<file path="src/rtl/gpi_event_unit.sv">
// gpi_event_unit: 8-bit GPI synchronizer, per-bit debounce and sticky edge-event flags.
// Build option: define GPI_IRQ_EN to drive irq from the pending flags; otherwise irq is tied 0 (polled operation).
module gpi_event_unit #(
  parameter int unsigned DEBOUNCE_CYCLES = 16
) (
  input  logic       clk,
  input  logic       rst,
  input  logic [7:0] gpi,
  input  logic [7:0] rise_mask,
  input  logic [7:0] fall_mask,
  input  logic [7:0] evt_clr,
  output logic [7:0] gpi_level,
  output logic [7:0] evt_pending,
  output logic [7:0] evt_overflow,
  output logic       irq
);

  localparam int unsigned    CW       = $clog2(DEBOUNCE_CYCLES + 1);
  localparam logic [CW-1:0]  CNT_ONE  = CW'(1);
  localparam logic [CW-1:0]  CNT_TGT  = CW'(DEBOUNCE_CYCLES);

  logic [7:0]          r_s1;
  logic [7:0]          r_s2;
  logic [7:0]          r_level;
  logic [7:0][CW-1:0]  r_cnt;
  logic [7:0]          r_pend;
  logic [7:0]          r_ovf;

  logic [7:0][CW-1:0]  w_cnt_nxt;
  logic [7:0][CW-1:0]  w_cnt_inc;
  logic [7:0]          w_level_nxt;
  logic [7:0]          w_evt;
  logic [7:0]          w_pend_nxt;
  logic [7:0]          w_ovf_nxt;

  // Debounce counters, level acceptance and event flag next-state.
  // A clear strobe wins over old flags but never swallows an event landing on the same edge.
  always_comb begin
    w_cnt_nxt   = '0;
    w_cnt_inc   = '0;
    w_level_nxt = r_level;
    w_evt       = 8'h00;
    w_pend_nxt  = r_pend;
    w_ovf_nxt   = r_ovf;
    for (int i = 0; i < 8; i++) begin
      w_cnt_inc[i] = r_cnt[i] + CNT_ONE;
      if (r_s2[i] == r_level[i]) begin
        w_cnt_nxt[i] = '0;
      end else if (w_cnt_inc[i] == CNT_TGT) begin
        w_cnt_nxt[i]   = '0;
        w_level_nxt[i] = r_s2[i];
        w_evt[i]       = r_s2[i] ? rise_mask[i] : fall_mask[i];
      end else begin
        w_cnt_nxt[i] = w_cnt_inc[i];
      end

      if (evt_clr[i]) begin
        w_pend_nxt[i] = w_evt[i];
        w_ovf_nxt[i]  = 1'b0;
      end else begin
        w_pend_nxt[i] = r_pend[i] | w_evt[i];
        w_ovf_nxt[i]  = r_ovf[i] | (w_evt[i] & r_pend[i]);
      end
    end
  end

  // Synchronizer, debounce state and sticky flags.
  always_ff @(posedge clk) begin
    if (rst) begin
      r_s1    <= 8'h00;
      r_s2    <= 8'h00;
      r_level <= 8'h00;
      r_cnt   <= '0;
      r_pend  <= 8'h00;
      r_ovf   <= 8'h00;
    end else begin
      r_s1    <= gpi;
      r_s2    <= r_s1;
      r_level <= w_level_nxt;
      r_cnt   <= w_cnt_nxt;
      r_pend  <= w_pend_nxt;
      r_ovf   <= w_ovf_nxt;
    end
  end

  assign gpi_level    = r_level;
  assign evt_pending  = r_pend;
  assign evt_overflow = r_ovf;

`ifdef GPI_IRQ_EN
  logic r_irq;

  // Interrupt register tracks the next pending state so it rises on the same edge as the flag.
  always_ff @(posedge clk) begin
    if (rst) begin
      r_irq <= 1'b0;
    end else begin
      r_irq <= |w_pend_nxt;
    end
  end

  assign irq = r_irq;
`else
  assign irq = 1'b0;
`endif

endmodule

</file>
<file path="config.mk">
export PLATFORM = sky130hd
export DESIGN_NAME = gpi_event_unit
export DESIGN_NICKNAME = d
export VERILOG_FILES = /design/src/rtl/gpi_event_unit.sv
export SDC_FILE = /design/constraint.sdc
export NUM_CORES = 1
export LEC_CHECK = 0
export ABC_AREA = 1
export BUFFER_PORTS_ARGS = -buffer_cell sky130_fd_sc_hd__buf_2
export CAP_MARGIN = 5
export CORE_ASPECT_RATIO = 1.25
export CORE_MARGIN = 2
export CORE_UTILIZATION = 45
export DETAILED_ROUTE_END_ITERATION = 8
export GPL_TIMING_DRIVEN = 0
export PLACE_DENSITY = 0.64
export REMOVE_ABC_BUFFERS = 1
export SLEW_MARGIN = 0
export SYNTH_ARGS = -nofsm -noshare
export SYNTH_HDL_FRONTEND = slang
export SYNTH_SLANG_ARGS = --single-unit
</file>
<file path="constraint.sdc">
create_clock -name clk -period 4.1 [get_ports clk]
set_clock_uncertainty 0.2 [all_clocks]
set_input_delay 0 -clock clk [delete_from_list [all_inputs] [get_ports clk]]
set_output_delay 0 -clock clk [all_outputs]
set_load 0.005 [all_outputs]
</file>
==> results of run 1 <==
through the flow:
step / util [%] / power (uW) / worst slack (ns) / area (um2) / hold slack, ns
2_1_floorplan: - / 833 / 2.71 / 3790 / -0.129
3_3_place_gp: 50.9 / 858 / 2.29 / 4190 / 0.000957
3_5_place_dp: 50.9 / 860 / 2.28 / 4190 / 0.00934
4_1_cts: 59.6 / 1540 / 1.61 / 4910 / 0.204
5_1_grt: 59.6 / 1580 / 1.49 / 4910 / 0.223
6_report: 59.6 / 1520 / 1.65 / 4910 / 0.203
layout make-up:
class,instances,area share (%)
multi-input cells,353,35.7
flip-flops and latches,80,32.6
repair buffers,106,15.8
clock inverters,6,1.88
well taps,97,2.47
inverters,115,8.79
clock buffers,10,2.80
sequential cells by signal, indices dropped and copies added, names as in the netlist:
| name | flops |
|---|---|
| r_cnt | 40 |
| evt_overflow | 8 |
| evt_pending | 8 |
| r_s1 | 8 |
| gpi_level | 8 |
| r_s2 | 8 |
per-layer routing:
metal / wire, um / part of all wire (%) / GRT usage (%) / up-vias
met5: 0 / 0 / 0 / -
met1: 3220 / 45 / 19.1 / 1531
met4: 61 / 0.85 / 5.69 / 0
li1: - / - / - / 1905
met2: 3610 / 50 / 31.1 / 62
met3: 276 / 3.9 / 3.62 / 6
Yosys cell counts (2+ instances only):
cell type | n | area (um2)
sky130_fd_sc_hd__nand2_2 | 11 | 68.8
sky130_fd_sc_hd__buf_4 | 2 | 15.0
sky130_fd_sc_hd__buf_2 | 2 | 10.0
sky130_fd_sc_hd__nand2_1 | 135 | 507
sky130_fd_sc_hd__inv_1 | 111 | 417
sky130_fd_sc_hd__inv_2 | 4 | 15.0
sky130_fd_sc_hd__nor3_1 | 4 | 20.0
sky130_fd_sc_hd__nand3_1 | 27 | 135
sky130_fd_sc_hd__ha_1 | 16 | 200
sky130_fd_sc_hd__a21oi_1 | 7 | 35.0
sky130_fd_sc_hd__or2_1 | 5 | 31.3
sky130_fd_sc_hd__nor2_4 | 2 | 22.5
sky130_fd_sc_hd__nand3_2 | 12 | 120
sky130_fd_sc_hd__nand4_1 | 35 | 219
sky130_fd_sc_hd__nor2_1 | 90 | 338
sky130_fd_sc_hd__nor2_2 | 7 | 43.8
sky130_fd_sc_hd__dfxtp_1 | 80 | 1600
worst max-delay path: cells and delay by family:
family / cells / cell delay (ns)
buffers and inverters: 4 / 2.17
AND/OR/NAND/NOR: 2 / 0.31
final timing paths:
| path | slack, ns | endpoint | cells past startpoint |
|---|---|---|---|
| worst max-delay path | 1.65 | evt_pending[4] | 6 |
| worst min-delay path | 0.20 | r_s2[3] | 2 |
| worst max register to register | 2.00 | evt_overflow[2] | 10 |
| worst min register to register | 0.20 | r_s2[3] | 2 |
power by group:
part,leakage (uW),internal (uW),total [uW],switching (uW)
clock,0.000109,361,648,286
sequential,0.000648,786,793,7.32
combinational,0.00173,43.2,74.6,31.4
total,0.00248,1190,1520,325
cell families (layout without fill, tap and decap cells):
| logic type | after synthesis | after routing | synth area share (%) |
|---|---|---|---|
| AND/OR/NAND/NOR | 328 | 328 | 39.3 |
| XOR/XNOR | 1 | 1 | 0.229 |
| adder cells (fa/ha/maj) | 16 | 16 | 5.23 |
| buffers and inverters | 121 | 237 | 12.4 |
| other | 1 | 1 | 0.0979 |
| AO/OA/AOI/OAI | 7 | 7 | 0.915 |
| flip-flops | 80 | 80 | 41.8 |
repair_timing:
item / CTS / global route
buffers inserted: 0 / 0
hold endpoints to repair: 32 / 0
hold buffers: 49 / 0
resized for setup: 0 / 0
==> impl.org, run 1 <==
** Setup path
- CP Capture Type :: register
- Counting stages on the worst path, the most repeated cell is sky130_fd_sc_hd__dlygate4sd3_1.
- Of all nets on the critical path, the largest fanout is 29.
- Crit path DAT :: 2.49 ns
- Endpoint required time on the critical path :: 4.14 ns
- Category of the worst setup path launch point :: input port
- Path type of the worst setup path :: in2reg
- The slowest stage of the critical path belongs to the cell sky130_fd_sc_hd__inv_1.
- Critical R2R Launch :: r_cnt[10]
- For this run, the slowest stage of the critical path takes 0.61 ns.
- The signal on the critical path passes through dlygate4sd3_1 > buf_2 > inv_1 > nand4_1 > nand2_1 > dlygate4sd3_1.
- Worst setup path startpoint :: rst

** STA
- Derived from the worst setup path, the maximum achievable clock frequency is 408 MHz.
- The final critical path takes up 59.8% of the cycle.
- At the pin with the least slew margin, the transition time is 0.955 ns.
- Setup total negative slack :: 0 ns
- Minimum clock period after layout :: 2.45 ns
- # setup viols final :: 0
- The hold violation count in the final report was 0.
- Headroom to the max-slew limit came out at 36.3%.
- Setup repair after global routing left no endpoint under its margin.
- The final max-slew violation count was 0.

** Clock network
- Clock tree synthesis inserted a total of 9 buffers.
- CTS tree :: done
- The clock passes through at most 2 buffers.
- Number of clock sinks :: 80
- The later pin in the worst-skew pair is clocked with a latency of 0.34 ns.
- CTS H-tree lvls :: 3
- Clk slew on worst S/H paths :: 0.09 ns
- Clock root buffer master :: sky130_fd_sc_hd__clkbuf_8

** Global routing
- Initial antenna violation count :: 0
- The first global-routing pass estimated 12,800 um of wire.
- Maximum number of pins on one net before global-route repair :: 30
- Global routing consumed, over all layers together, 16.9% of the routing resources.
- Total overflow reported by the global router :: 0
- The number of global-route vias before repair came to 3,259.

** Hold path
- The startpoint identified for the worst hold timing path is r_s1[3].
- The min-delay analysis places its worst path in the category reg2reg.

** Route
- After detailed routing, the total wire length is 7170 um.
- Number of DRC markers after the initial detailed-route iteration :: 105
- In the routed layout, each cell is associated on average with a via count of 4.57.
- The first detailed-routing pass took 4 iterations.
- In this run the remaining antenna-violating nets after routing total 0.
- Vias post-DR :: 3,504
- Wire per inst :: 9.34 um
- Drc violations :: 0

** Power
- Leak pwr :: 0.00248 uW
- Worst vdd ir :: 202 uV
- Dividing total power by cell area gives a power density of 308 mW/mm2.

** Synth
- The synthesized netlist occupies a cell area of 0.00383 mm2.
- Counting flops with a built-in enable in the synthesized netlist gives 0.
- Counting distinct cell types in the post-synthesis netlist gives 21.
- Most frequently used flop master after synthesis :: sky130_fd_sc_hd__dfxtp_1
- Number of instances in the synthesized netlist :: 554
- Asr flop ratio synth :: 0%
- Sequential cell area fraction in the yosys report :: 41.8%
- Warning count from the yosys run :: 0
- Synthesis inferred 80 register bits.
- Synthesized area per cell :: 6.91 um2

** Floorplan
- The region available for standard cell placement spans 0.00824 mm2.
- Die area :: 0.00927 mm2
- Vertical extent of the die :: 107 um
- Number of placement rows :: 37
- The die is 86.5 um wide.
- Initial core utilization :: 46.5%
- IO Pins :: 59

** Finish
- After the last flow step, the layout net total stands at 715.
- The library cell used most frequently in the layout, excluding fill and tap cells, is sky130_fd_sc_hd__nand2_1.
- Summing all multi-input logic gate instances after layout gives 0.00175 mm2.
- Most used cells in the layout excluding fill and tap cells :: sky130_fd_sc_hd__nand2_1 (135), sky130_fd_sc_hd__inv_1 (111), sky130_fd_sc_hd__nor2_1 (90), sky130_fd_sc_hd__dfxtp_1 (80), sky130_fd_sc_hd__buf_2 (57)
- The area growth from synthesis to layout is 28.3%.
- Final-layout fill cell count :: 777
- Of the cells placed in the final design, the portion with a size suffix greater than 1 is 16.3%.
- The finished layout holds 767 standard cells, fillers aside.
- Register area :: 0.00160 mm2
- 0 antenna diodes ended up in the layout.

** Placed design
- Routability-driven placement finished with a final weighted congestion of 0.789.
- In this run, placement finished with an instance count of 702.
- Count of buffers from port buffering :: 57
- Detailed placement ended at an HPWL of 4930 um.

** Job
- Max-cap violations in this run came to 0.

** Status
- Status :: finished clean
No activity file was read; power rests on OpenSTA's default activity.
==> inputs of run 2 (changes only) <==
ABC_AREA = 0   (was 1)
clock period = 2.3 ns   (was 4.1 ns; I/O delays follow)
==> run 2 against run 1 <==
Via count decreased by 19%; largest cell class unchanged; sequential cell count is the same; count of clock-buffer cells in the layout stayed put; synthesized cell count shrank 32%; global-route usage down 1.4 points; first-iteration DRC count shrank 32%; critical path type is now reg2reg; power increased by 76%.
==> impl.org, run 2 <==
** Route
- Vias post-DR :: 2,848
- In the routed design, unresolved DRC markers number 0.
- Initial DRT Pass Iterations :: 4
- Total routed wirelength :: 6640 um
- Wire per inst :: 11.6 um
- Number of DRC markers after the initial detailed-route iteration :: 71
- Dividing the detail-routed via count by the number of cells gives 4.99.
- Routed Antenna Nets :: 0

** Synth
- The Yosys step of the flow raised 0 warnings.
- Yosys mapped the design onto 43 distinct sky130hd cell types.
- By count the netlist is led by sky130_fd_sc_hd__dfxtp_1 (80), sky130_fd_sc_hd__nand2_1 (37), sky130_fd_sc_hd__nor2_1 (33).
- Sequential cell area fraction in the yosys report :: 45.4%
- For this run, asynchronously set or reset flops after synthesis account for 0%.
- The synthesized design devotes to its leading area cell type 45.4% of total area.
- Synthesized area per cell :: 9.41 um2
- In this run, synthesis inferred 0 flip-flops with an integrated enable.
- By area the synthesized netlist is led by sky130_fd_sc_hd__dfxtp_1 (45%), sky130_fd_sc_hd__ha_1 (5.7%), sky130_fd_sc_hd__xor2_1 (4.5%).
- Synthesis inferred 80 register bits.
- For this run, the leading register cell type out of synthesis is sky130_fd_sc_hd__dfxtp_1.
- Synthesis produced a netlist whose cell count is 375.
- The most common cell in the synthesized netlist is sky130_fd_sc_hd__dfxtp_1.
- Cell Area, Synth :: 0.00353 mm2
- Cell type contributing the most total cell area after synthesis :: sky130_fd_sc_hd__dfxtp_1

** Power
- Cell internal pwr :: 2110 uW
- The analysis attributes to net switching a power of 566 uW.
- Clock share of power :: 42.5%
- Summed over all cells, the static leakage comes to 0.00186 uW.
- P per Cell Area :: 590 mW/mm2
- Fraction of power spent switching nets :: 21.2%
- In this run, the combinational gates consume 4.6% of the power.
- Of the total power, registers draw 52.9%.
- Worst vdd ir :: 288 uV

** Global routing
- In the global route stage, overall resource usage came out at 15.5%.
- The initial antenna violation count is 0.
- Wire length of the first global-routing pass :: 10,900 um
- Number of global-route vias before repair :: 2,564
- Maximum number of pins on one net before global-route repair :: 45
- Total overflow reported by the global router :: 0

** Finish
- The filler cells instantiated in the layout total 668.
- In the final layout, the share of cells above drive strength 1 is 21.0%.
- Leaving out fill and tap cells, the most frequent cell in the layout is sky130_fd_sc_hd__dfxtp_1.
- Register containing the most flip-flops in the final layout :: r_cnt
- The repair_antennas step left the layout with diodes totalling 0.
- Excluding fillers, the count of instances in the completed layout stands at 571.
- The area growth from synthesis to layout is 28.4%.
- Max FFs per register :: 40
- Number of nets in the finished design :: 521
- Most used cells in the layout excluding fill and tap cells :: sky130_fd_sc_hd__dfxtp_1 (79), sky130_fd_sc_hd__buf_2 (57), sky130_fd_sc_hd__nand2_1 (37), sky130_fd_sc_hd__dlygate4sd3_1 (37), sky130_fd_sc_hd__nor2_1 (33)
- Post-route cell area :: 0.00453 mm2

** Floorplan
- After floorplanning, the core was divided into 36 placement rows.
- 59 I/O pins were placed.
- Die area :: 0.00857 mm2
- After floorplanning, the core was sized to cover 0.00770 mm2.
- Die outline width :: 83.2 um
- Vertical extent of the die :: 103 um
- The initial utilization of the core area, before any placement, comes to 45.8%.

** Setup path
- At the worst endpoint, the required time is 2.33 ns.
- Crit path capture :: evt_pending[4]
- For flop-to-flop paths, the worst setup slack is 0.14 ns.
- STA puts the critical path data arrival time at 2.20 ns.
- In this design, the stage delay of the slowest critical-path cell is 0.59 ns.
- The number of cells on the worst reg-to-reg path is 5.
- Series of cell instances along the critical path :: ha_1 > and3_1 > a31oi_1 > o41ai_1 > dlygate4sd3_1
- Path type of the worst setup path :: reg2reg
- Worst R2R End :: evt_pending[4]
- CP max stage cell :: sky130_fd_sc_hd__dlygate4sd3_1
- CP Capture Type :: register
- Maximum net fanout on the critical path :: 6
- Category of the worst setup path launch point :: register
- Critical R2R Launch :: r_cnt[20]
- Worst setup path startpoint :: r_cnt[20]

** Clock network
- No sink is reached through more buffers than the 2 on the longest clock path.
- Clock-pin slew was measured on the worst setup and hold paths at 0.08 ns.
- CTS H-tree lvls :: 3
- TritonCTS buffer count :: 9
- CTS tree :: done
- The later pin in the worst-skew pair is clocked with a latency of 0.34 ns.
- Postcts setup bufs :: 0
- Clock root buffer master :: sky130_fd_sc_hd__clkbuf_8
- Number of clock sinks :: 80

** STA
- Adding up every negative setup slack in the final design gives 0 ns.
- The final max-slew violation count is 0.
- Setup violations remaining at the end of the flow were counted as 0.
- In this run the tightest slew margin relative to its limit is 39.4%.
- Measured slew at the worst slew-check pin :: 0.910 ns
- For this run, the top clock speed supported by timing is 462 MHz.
- Fin. Hold Viols :: 0
- Period Utilization, post-route :: 94.1%
- In the post-route analysis, the smallest setup slack over all paths is 0.137 ns.
- For the finished layout, the period the worst path requires is 2.16 ns.

** Placed design
- Detailed placement ended at an HPWL of 4370 um.
- Count of buffers from port buffering :: 57
- Number of placed cells counting well taps :: 518
- Placer congestion estimate :: 0.763
- Worst slack after detailed placement :: 0.139 ns
- Dpl cell area :: 0.00389 mm2

** Status
- Status :: finished clean

** Job
- The tool flagged a number of max-cap violations equal to 0.

** Hold path
- In this run the worst hold path is classified as in2reg.
## run 2: changes by cell type in the layout (fill, tap and decap cells not counted), moves of 10 or more
cell and change:
sky130_fd_sc_hd__and3_1 +11, sky130_fd_sc_hd__dlygate4sd3_1 -12, sky130_fd_sc_hd__inv_1 -96, sky130_fd_sc_hd__nand2_1 -98
sky130_fd_sc_hd__nand2_2 -11, sky130_fd_sc_hd__nand3_1 -11, sky130_fd_sc_hd__nand4_1 -35, sky130_fd_sc_hd__nor2_1 -57
sky130_fd_sc_hd__nor2b_1 +18, sky130_fd_sc_hd__nor3_1 +14, sky130_fd_sc_hd__o31ai_1 +10, sky130_fd_sc_hd__xnor2_1 +15
sky130_fd_sc_hd__xor2_1 +16
## run 2: cell families after synthesis
group | Yosys count | synth area share [%]
buffers and inverters | 24 | 2.70
other | 1 | 0.106
flip-flops | 80 | 45.4
AND/OR/NAND/NOR | 162 | 23.6
adder cells (fa/ha/maj) | 16 | 5.67
AO/OA/AOI/OAI | 56 | 13.5
multiplexers | 3 | 0.851
XOR/XNOR | 33 | 8.19
## run 2: worst max-delay path: cells and delay by family, from the launching register on
kind | cells | cell delay, ns
buffers and inverters | 1 | 0.59
AOI/OAI and AO/OA | 2 | 0.46
DFF | 1 | 0.36
adders and majority gates | 1 | 0.25
and+or+nand+nor | 1 | 0.20
## run 2: metal layers
layer	GRT usage (%)	part of all wire (%)
met1	19.1	47
met2	27.0	48
met3	2.48	3.3
met4	7.19	1.7
met5	0	0
## run 2: cell type report
| type | instances | area (um2) | area share [%] |
|---|---|---|---|
| clock buffer | 10 | 138 | 3.04 |
| clock inverter | 6 | 82.6 | 1.82 |
| inverter | 15 | 56.3 | 1.24 |
| multi-input combinational | 271 | 1880 | 41.4 |
| sequential | 80 | 1600 | 35.4 |
| tap | 95 | 119 | 2.62 |
| timing repair buffer | 94 | 656 | 14.5 |
## run 2: timing repair
item                                   4_1_cts  5_1_grt
gates resized for setup                      0        9
hold buffers                                37        0
setup endpoints to repair                    0        4
endpoints found under the hold margin       24        0
## run 2: stage by stage
| step | hold WS, ns | power (uW) | utilization (%) |
|---|---|---|---|
| final | 0.0911 | 2670 | 58.8 |
| after global routing | 0.124 | 2770 | 58.8 |
| after CTS | 0.0821 | 2700 | 58.2 |
| after detailed placement | 0.0196 | 1530 | 50.6 |
| after global placement | 0.0141 | 1530 | 50.6 |
| after floorplan | -0.131 | 1480 | - |
## run 2: worst min-delay path by stage
stage / startpoint / cells after the start / endpoint / slack, ns
floorplan: rst / 1 / gpi_level[4] / -0.13
global placement: gpi[0] / 2 / r_s1[0] / 0.01
detailed placement: gpi[4] / 2 / r_s1[4] / 0.02
CTS: rst / 2 / r_s2[1] / 0.08
global route: rst / 2 / r_s1[7] / 0.12
finish: rst / 2 / r_s2[1] / 0.09
## run 2: power groups by stage
stage | Combinational [uW] | Sequential, uW | Clock (uW)
after CTS | 124 | 1410 | 1160
after detailed placement | 86.1 | 1450 | 0
after floorplan | 37.5 | 1440 | 0
after global routing | 137 | 1420 | 1210
final | 124 | 1410 | 1130
after global placement | 83.9 | 1450 | 0
==> inputs of run 3 (changes only) <==
CELL_PAD_IN_SITES_DETAIL_PLACEMENT = 2   (was unset)
CELL_PAD_IN_SITES_GLOBAL_PLACEMENT = 2   (was unset)
CORE_UTILIZATION = 34   (was 45)
PLACE_DENSITY = 0.76   (was 0.64)
==> run 3 against run 2 <==
Routed wire length rose by 44%; count of clock-buffer cells in the layout fell by 1; maximum frequency fell by 4.3%; hold slack got worse by 0.083 ns; global-route usage rose by 2.7 points; sequential cell count did not move; non-clock buffer count fell by 3; register-to-register slack got worse by 0.096 ns; power rose by 9.9%.
==> impl.org, run 3 (same netlist as run 2, synthesis figures left out) <==
** Route
- Total routed wirelength :: 9550 um
- For this run, the detailed router's first-pass iteration total came to 4.
- In the routed design, unresolved DRC markers number 0.
- Vias post-DR :: 3,018
- Dividing the detail-routed wire length by the instance count gives 15.9 um.
- Routed Antenna Nets :: 0
- Number of DRC markers after the initial detailed-route iteration :: 79
- After detailed routing, the number of vias per cell comes to 5.01.

** STA
- Fin. Hold Viols :: 0
- Period Utilization, post-route :: 98.2%
- For the pin with the worst max-slew slack, the measured transition is 0.913 ns.
- Minimum clock period after layout :: 2.26 ns
- Worst slew margin relative to its limit :: 39.1%
- Derived from the worst setup path, the maximum achievable clock frequency is 443 MHz.
- # setup viols final :: 0
- The final max-slew violation count was 0.

** Setup path
- The critical path starts at r_cnt[20].
- The critical path crosses 5 cells after its start point.
- Dominant delay contributor by cell family on the critical path :: buffers and inverters
- Flop-to-flop setup slack :: 0.04 ns
- Maximum net fanout on the critical path :: 6
- Critical R2R Launch :: r_cnt[20]
- Crit path largest cell delay :: 0.64 ns
- Path type of the worst setup path :: reg2reg
- For the worst flop-to-flop path, the logic depth is 5.
- Endpoint required time on the critical path :: 2.36 ns
- STA classifies the critical path startpoint as a register.
- Series of cell instances along the critical path :: ha_4 > nand3_1 > xor2_1 > o41ai_2 > dlygate4sd3_1
- Crit path capture :: evt_pending[4]
- STA classifies the critical path endpoint as a register.
- Number of buffer and inverter instances along the worst setup path :: 1
- On the critical path, the stage with the largest delay is an instance of sky130_fd_sc_hd__dlygate4sd3_1.
- Data on the critical path arrives at its endpoint at 2.32 ns.
- Worst R2R End :: evt_pending[4]

** Status
- The run finished with clean final reports.

** Clock network
- TritonCTS built the clock tree.
- Postcts setup bufs :: 0
- The clock reaches the later pin of the worst-skew pair after 0.33 ns.
- Longest Clk Path Bufs :: 2
- The clock net in this run drives a total of 80 sinks.
- CTS placed an instance of sky130_fd_sc_hd__clkbuf_16 at the clock tree root.
- Clk slew on worst S/H paths :: 0.06 ns
- The H-tree was split into 3 levels.
- TritonCTS buffer count :: 9

** Finish
- The register with the most flip-flops in the final layout is r_cnt.
- Of the cells placed in the final design, the portion with a size suffix greater than 1 is 20.7%.
- Final-layout fill cell count :: 1,073
- Relative to the synthesized area, the layout overhead comes to 30.4%.
- The register with the most flip-flops in the layout has 40 of them.
- N_diodes :: 0
- In the layout the commonest cells are sky130_fd_sc_hd__dfxtp_1 (78), sky130_fd_sc_hd__buf_2 (57), sky130_fd_sc_hd__nand2_1 (37), sky130_fd_sc_hd__dlygate4sd3_1 (34), sky130_fd_sc_hd__nor2_1 (33).
- Number of nets in the finished design :: 518
- Once layout is complete, the utilization of the core stands at 45.5%.
- Leaving out fill and tap cells, the most frequent cell in the layout is sky130_fd_sc_hd__dfxtp_1.

** Placed design
- At the end of routability-driven placement, the weighted congestion stood at 0.756.
- Count of buffers from port buffering :: 57
- Post-detailed-placement half-perimeter wirelength :: 6200 um

** Floorplan
- The floorplan has 41 rows.
- Vertical extent of the die :: 118 um
- Initial core utilization :: 34.9%
- The total area inside the core boundary comes to 0.0101 mm2.
- The die is 95.1 um wide.
- IO Pins :: 59
- The die covers 0.0112 mm2.

** Global routing
- Total global-route track usage :: 18.3%
- Initial antenna violation count :: 0
- Number of global-route vias before repair :: 3,345
- The first global-routing pass estimated 16,100 um of wire.
- Maximum number of pins on one net before global-route repair :: 45
- Total overflow reported by the global router :: 0

** Hold path
- Class of the worst hold path :: in2reg

** Power
- The design draws 2940 uW.
- IR analysis of the VDD net gives a maximum drop of 302 uV.
- For this design the static power due to leakage is 0.00188 uW.
- P per Cell Area :: 639 mW/mm2

** Job
- Max-cap violations in this run came to 0.
run 3: layer usage:
metal	vias to the layer above	global-route usage (%)	wire, um
met5	-	0	0
met4	0	5.89	133
met3	9	3.84	275
met2	45	33.6	5240
met1	1476	20.3	3910
li1	1488	-	-
run 3: how the worst min path moves through the flow:
| stage | from | end | slack (ns) | depth (start not counted) |
|---|---|---|---|---|
| after floorplan | rst | gpi_level[4] | -0.13 | 1 |
| after global placement | gpi[5] | r_s1[5] | 0.01 | 2 |
| after detailed placement | gpi[0] | r_s1[0] | 0.02 | 2 |
| after CTS | rise_mask[1] | evt_overflow[1] | 0.002 | 5 |
| after global routing | rise_mask[1] | evt_overflow[1] | 0.07 | 5 |
| final | rise_mask[1] | evt_overflow[1] | 0.008 | 5 |
run 3: power breakdown:
group	switching, uW	internal [uW]
combinational	60.5	70.8
sequential	14.7	1400
clock	558	830
total	633	2300
run 3: metrics by stage:
| stage | setup WS (ns) | hold slack [ns] | std cells | setup TNS, ns | cell area (um2) |
|---|---|---|---|---|---|
| 2_1_floorplan | 0.450 | -0.131 | 366 | 0 | 3490 |
| 3_3_place_gp | 0.119 | 0.0116 | 552 | 0 | 3940 |
| 3_5_place_dp | 0.101 | 0.0177 | 552 | 0 | 3940 |
| 4_1_cts | 0.0381 | 0.00216 | 602 | 0 | 4560 |
| 5_1_grt | -0.0157 | 0.0666 | 602 | -0.0157 | 4600 |
| 6_report | 0.0406 | 0.00778 | 602 | 0 | 4600 |
run 3: final cells by class:
| type | instances | area (um2) | share of cell area [%] |
|---|---|---|---|
| Clock buffer | 9 | 225 | 4.90 |
| Clock inverter | 7 | 62.6 | 1.36 |
| Inverter | 15 | 56.3 | 1.22 |
| Multi-Input combinational cell | 271 | 1860 | 40.5 |
| Sequential cell | 80 | 1600 | 34.9 |
| Tap cell | 129 | 161 | 3.51 |
| Timing Repair Buffer | 91 | 626 | 13.6 |
run 3: timing repair:
action,4_1_cts,5_1_grt
endpoints found under the setup margin,0,1
gates resized for setup,0,7
hold endpoints to repair,24,0
hold buffers,34,0
run 3: worst min-delay path, stage by stage:
cell                      delay [ns]
sky130_fd_sc_hd__buf_2          0.09
sky130_fd_sc_hd__nand2_1        0.05
sky130_fd_sc_hd__nor2_1         0.08
sky130_fd_sc_hd__a31oi_1        0.09
sky130_fd_sc_hd__o31ai_2        0.20
